===== src/rtl/owt_rx_ctrl.sv =====
// owt_rx_ctrl: one-wire-transfer receive controller.
// Hunts for a run of SYNC_LEN '1' symbols, then collects DATA_W payload bits
// (MSB first) and one even-parity bit. Each complete frame is reported with
// its parity status. Frames that stall in DATA or PAR are aborted by timeout.
module owt_rx_ctrl #(
    parameter int unsigned       DATA_W   = 16,
    parameter int unsigned       SYNC_LEN = 4,
    parameter int unsigned       TMO_W    = 12,
    parameter logic [TMO_W-1:0]  TMO_TH   = TMO_W'(2000)
) (
    input  logic              i_clk,
    input  logic              i_rst,
    input  logic              i_en,
    input  logic              i_sym_vld,
    input  logic              i_sym_data,
    output logic              o_frm_vld,
    output logic [DATA_W-1:0] o_frm_data,
    output logic              o_frm_err,
    output logic              o_tmo,
    output logic [7:0]        o_frm_cnt,
    output logic              o_busy
);

    localparam int unsigned BIT_W  = $clog2(DATA_W + 1);
    localparam int unsigned SYNC_W = 4;

    typedef enum logic [1:0] {
        IDLE = 2'd0,
        SYNC = 2'd1,
        DATA = 2'd2,
        PAR  = 2'd3
    } state_t;

    state_t              state;
    logic [SYNC_W-1:0]   sync_cnt;
    logic [BIT_W-1:0]    bit_cnt;
    logic [TMO_W-1:0]    tmo_cnt;
    logic [DATA_W-1:0]   shreg;
    logic                tmo_hit;
    logic                last_sync;
    logic                last_bit;

    // Timer reaches its limit on this cycle when no strobe arrives.
    assign tmo_hit   = (tmo_cnt == (TMO_TH - TMO_W'(1)));
    // The current '1' strobe completes the preamble.
    assign last_sync = (sync_cnt == SYNC_W'(SYNC_LEN - 1));
    // The current strobe is the final payload bit.
    assign last_bit  = (bit_cnt == BIT_W'(DATA_W - 1));

    // Busy while a frame body (payload or parity) is being collected.
    assign o_busy = (state == DATA) || (state == PAR);

    // Receive FSM with counters and registered frame outputs.
    always_ff @(posedge i_clk) begin
        if (i_rst) begin
            state      <= IDLE;
            sync_cnt   <= '0;
            bit_cnt    <= '0;
            tmo_cnt    <= '0;
            shreg      <= '0;
            o_frm_vld  <= 1'b0;
            o_frm_data <= '0;
            o_frm_err  <= 1'b0;
            o_tmo      <= 1'b0;
            o_frm_cnt  <= 8'd0;
        end else begin
            o_frm_vld <= 1'b0;
            o_tmo     <= 1'b0;

            if (!i_en) begin
                // Disable beats any strobe or timeout in the same cycle.
                state    <= IDLE;
                sync_cnt <= '0;
                bit_cnt  <= '0;
                tmo_cnt  <= '0;
                shreg    <= '0;
            end else begin
                case (state)
                    IDLE: begin
                        state    <= SYNC;
                        sync_cnt <= '0;
                    end

                    SYNC: begin
                        if (i_sym_vld) begin
                            if (i_sym_data) begin
                                if (last_sync) begin
                                    state    <= DATA;
                                    sync_cnt <= '0;
                                    bit_cnt  <= '0;
                                    tmo_cnt  <= '0;
                                    shreg    <= '0;
                                end else begin
                                    sync_cnt <= sync_cnt + SYNC_W'(1);
                                end
                            end else begin
                                sync_cnt <= '0;
                            end
                        end
                    end

                    DATA: begin
                        if (i_sym_vld) begin
                            shreg   <= {shreg[DATA_W-2:0], i_sym_data};
                            bit_cnt <= bit_cnt + BIT_W'(1);
                            tmo_cnt <= '0;
                            if (last_bit) begin
                                state <= PAR;
                            end
                        end else if (tmo_hit) begin
                            o_tmo    <= 1'b1;
                            state    <= SYNC;
                            sync_cnt <= '0;
                            bit_cnt  <= '0;
                            tmo_cnt  <= '0;
                            shreg    <= '0;
                        end else begin
                            tmo_cnt <= tmo_cnt + TMO_W'(1);
                        end
                    end

                    PAR: begin
                        if (i_sym_vld) begin
                            o_frm_data <= shreg;
                            o_frm_err  <= ^{shreg, i_sym_data};
                            o_frm_vld  <= 1'b1;
                            o_frm_cnt  <= o_frm_cnt + 8'd1;
                            state      <= SYNC;
                            sync_cnt   <= '0;
                            bit_cnt    <= '0;
                            tmo_cnt    <= '0;
                        end else if (tmo_hit) begin
                            o_tmo    <= 1'b1;
                            state    <= SYNC;
                            sync_cnt <= '0;
                            bit_cnt  <= '0;
                            tmo_cnt  <= '0;
                            shreg    <= '0;
                        end else begin
                            tmo_cnt <= tmo_cnt + TMO_W'(1);
                        end
                    end

                    default: begin
                        state <= IDLE;
                    end
                endcase
            end
        end
    end

endmodule


===== config.mk =====
export PLATFORM = sky130hd
export DESIGN_NAME = owt_rx_ctrl
export DESIGN_NICKNAME = d
export VERILOG_FILES = /design/src/rtl/owt_rx_ctrl.sv
export SDC_FILE = /design/constraint.sdc
export NUM_CORES = 1
export LEC_CHECK = 0
export ABC_AREA = 1
export ABC_CLOCK_PERIOD_IN_PS = 2700
export CAP_MARGIN = 10
export CORE_ASPECT_RATIO = 0.6
export CORE_MARGIN = 5
export CORE_UTILIZATION = 33
export DETAILED_ROUTE_END_ITERATION = 10
export SYNTH_ARGS = -nofsm -noshare
export SYNTH_HDL_FRONTEND = slang
export SYNTH_SLANG_ARGS = --single-unit

===== constraint.sdc =====
create_clock -name i_clk -period 2.7 [get_ports i_clk]
set_input_delay 0.405 -clock i_clk [delete_from_list [all_inputs] [get_ports i_clk]]
set_output_delay 0.405 -clock i_clk [all_outputs]
set_load 0.02 [all_outputs]

==> out/metrics.csv <==
stage,metric,value,unit
status,status,"finished, final reports clean",
timing,post-route minimum period,1.96,ns
routing,drt drc,0,
power_and_ir_drop,Net Sw Frac,21.7,%
layout,fin cells,603,
critical_path,CP startpoint kind,flop,
critical_path,CP bufs+invs,1,
routing,met2 wire len,2990,µm
cts,worst-case clock buffer depth,2,
critical_path,Crit. path cell count,1,
place,routability cong.,0.800,
timing,Final setup violation count,0,
layout,Synth-to-Final Area Change,22.2,%
floorplan,io pins,33,
layout,"most common cell after layout, fill and taps aside",nand2_1,
timing,fin. max-slew vios,0,
synth,Synth Instances,437,
timing,RSZ-0062 raised after global routing,false,
routing,Vias,2792,
critical_path,worst path cell trace,clkdlybuf4s50_1,
synth,"Seq/Total Area, Yosys",41.6,%
synth,Netlist cell types,37,
power_and_ir_drop,sequential group share of total power,44.3,%
floorplan,Initial Util,34.2,%
place,placed insts,588,
place,input/output buffers,32,
critical_path,R2R depth,8,
cts,Clock Sinks,66,
grt,vias in the first global route,2602,
power_and_ir_drop,internal power,1.74,mW
power_and_ir_drop,Comb pwr share,4.4,%
timing,"Hold Vio Cnt, Final",0,
synth,largest area contributor in the netlist,dfxtp_1,
cts,CTS H-tree depth,3,
floorplan,Rows,27,
routing,final wirelength,7200,µm
critical_path,critical-path maximum fanout,8,
timing,fmax,509,MHz
critical_path,Worst R2R Setup Slack,0.86,ns
timing,fin worst setup slack,0.736,ns
job,maxcap violations,0,
layout,Final Net Count,479,
cts,Root Buffer,clkbuf_16,
grt,GRT Util Overall,13.4,%
routing,drt initial violations,159,
routing,antenna-violating nets left,0,
power_and_ir_drop,Pleak,1.59,nW
grt,overflow left after global routing,0,
cts,clk_lat worst skew,0.33,ns
place,pre-CTS WS,0.505,ns
critical_path,critical path's slowest cell,clkdlybuf4s50_1,
timing,relative slew slack,60.5,%
critical_path,critical path endpoint category,output port,
routing,DR pass1 iterations,4,
synth,top cell type's share of synthesized area,41.6,%
synth,Mapped Nets,447,
power_and_ir_drop,Tot Pwr,2.22,mW
cts,cts repair resizes,0,
power_and_ir_drop,PwrDens,571,mW/mm²
timing,Layout Skew,0.00638,ns
synth,Synth Cell Area,0.00318,mm²
critical_path,RR Endpoint,bit_cnt[2],
layout,Antenna Diode Count,0,
critical_path,CP peak stage delay,0.68,ns
critical_path,CP arrival,1.56,ns
synth,mean cell area of the mapped netlist,7.28,µm²
routing,routed wl met3,299,µm
routing,top routing layer used,met4,
synth,synth top area cells,"dfxtp_1, nand2_1, nor2_1",
min_path,Hold Crit Class,flop to flop,
place,estimated wirelength of the detail-placed design,5190,µm
critical_path,Setup crit start,state[1],
routing,DR WL/cell,11.9,µm
floorplan,Die ar.,0.0118,mm²
cts,postcts setup bufs,0,
grt,first-pass GRT wire length,12600,µm
cts,Hold Buf Count CTS,0,
floorplan,Core Area,0.00929,mm²
critical_path,Crit Path Class,flop to output port,
routing,DR vias/cell,4.63,
synth,Synth Register Bits,66,
power_and_ir_drop,sw power,481,µW
floorplan,Die H,86.0,µm
critical_path,RR Startpoint,tmo_cnt[0],
power_and_ir_drop,Clk network pwr share,51.2,%
timing,Final Cycle Share,72.8,%
power_and_ir_drop,peak supply drop,276,µV
layout,most frequent cells in the layout,"nand2_1, dfxtp_1, nor2_1, inv_1, clkdlybuf4s50_1",
critical_path,"Req. time, crit path",2.30,ns
timing,worst hold slack,0.457,ns
synth,yosys warns,0,
grt,initial antenna violation count,0,
timing,Least-Margin Pin Slew,0.590,ns
critical_path,Critical path destination,o_busy,
cts,Clock transition at path regs,0.05,ns
cts,CTS tree,done,
floorplan,Die Wd,137,µm
routing,met1 WL,3810,µm
layout,fraction of layout cells with a size suffix above 1,12.7,%
critical_path,critical path's top delay family,buffers and inverters,
grt,pin count of the biggest net entering global routing,29,
timing,setup TNS,0,ns
cts,CTS buffer count,9,
## final cells by class
cell class	instances	area, µm²
Clock buffer	12	246
Clock inverter	3	40.0
Fill cell	947	5410
Inverter	43	161
Multi-Input combinational cell	314	1610
Sequential cell	66	1320
Tap cell	130	163
Timing Repair Buffer	35	343
## registers in the layout (all words and copies together), names as in the netlist
name        flops
o_frm_vld       1
o_frm_cnt       8
sync_cnt        4
bit_cnt         5
o_frm_err       1
tmo_cnt        12
o_tmo           1
o_frm_data     16
state           2
shreg          16
## logic make-up after synthesis
kind of cell    synth area share [%]
compound gates                  14.1
buf+inv                         7.83
xor+xnor                        3.86
simple gates                    30.7
flops                           41.6
fa+ha+maj                       1.97
## stage by stage
step | instance area [µm²] | utilization (%)
3_5_place_dp | 3600 | 38.7
3_3_place_gp | 3600 | 38.7
6_report | 3880 | 41.8
4_1_cts | 3880 | 41.8
5_1_grt | 3880 | 41.8
2_1_floorplan | 3180 | -
## worst min path at each step
stage | start | end | slack (ns) | depth (start not counted)
final | bit_cnt[4] | bit_cnt[4] | 0.46 | 2
after global routing | bit_cnt[1] | bit_cnt[1] | 0.48 | 2
after CTS | bit_cnt[4] | bit_cnt[4] | 0.46 | 2
after detailed placement | bit_cnt[4] | bit_cnt[4] | 0.44 | 2
after global placement | bit_cnt[4] | bit_cnt[4] | 0.44 | 2
after floorplan | bit_cnt[4] | bit_cnt[4] | 0.43 | 2
## cells in the mapped netlist
cell type / n
nand4_1: 2
a211oi_1: 1
xor2_1: 7
xnor2_1: 7
nor3_2: 2
buf_4: 1
nand3_4: 1
nand2_4: 1
clkbuf_1: 3
o31ai_1: 2
buf_2: 5
dfxtp_1: 66
nor3_4: 1
o211ai_1: 2
inv_1: 37
nand3_1: 22
nand2_2: 14
nand2_1: 107
nor2_2: 6
ha_1: 5
inv_2: 6
o21ai_1: 2
nor2_4: 1
o21ai_0: 27
o21bai_1: 1
o21ai_4: 1
o21a_1: 1
buf_6: 3
a21oi_2: 10
nor3b_1: 1
nor3_1: 5
a21oi_1: 24
a31oi_1: 3
nor4_1: 1
o21ai_2: 1
nor2_1: 56
clkbuf_2: 2
## power groups by stage
| stage | sequential (mW) | combinational [mW] | clock, mW |
|---|---|---|---|
| 2_1_floorplan | 1.00 | 0.0737 | 0 |
| 3_3_place_gp | 1.00 | 0.0964 | 0 |
| 3_5_place_dp | 1.00 | 0.0981 | 0 |
| 4_1_cts | 0.984 | 0.0984 | 1.17 |
| 5_1_grt | 0.984 | 0.110 | 1.21 |
| 6_report | 0.984 | 0.0985 | 1.14 |
## layer usage
metal,vias to the layer above,GRT usage [%]
li1,1460,-
met1,1278,18.9
met2,44,19.0
met3,10,4.40
met4,0,4.39
met5,-,0
Power figures use the tool's default switching activity.
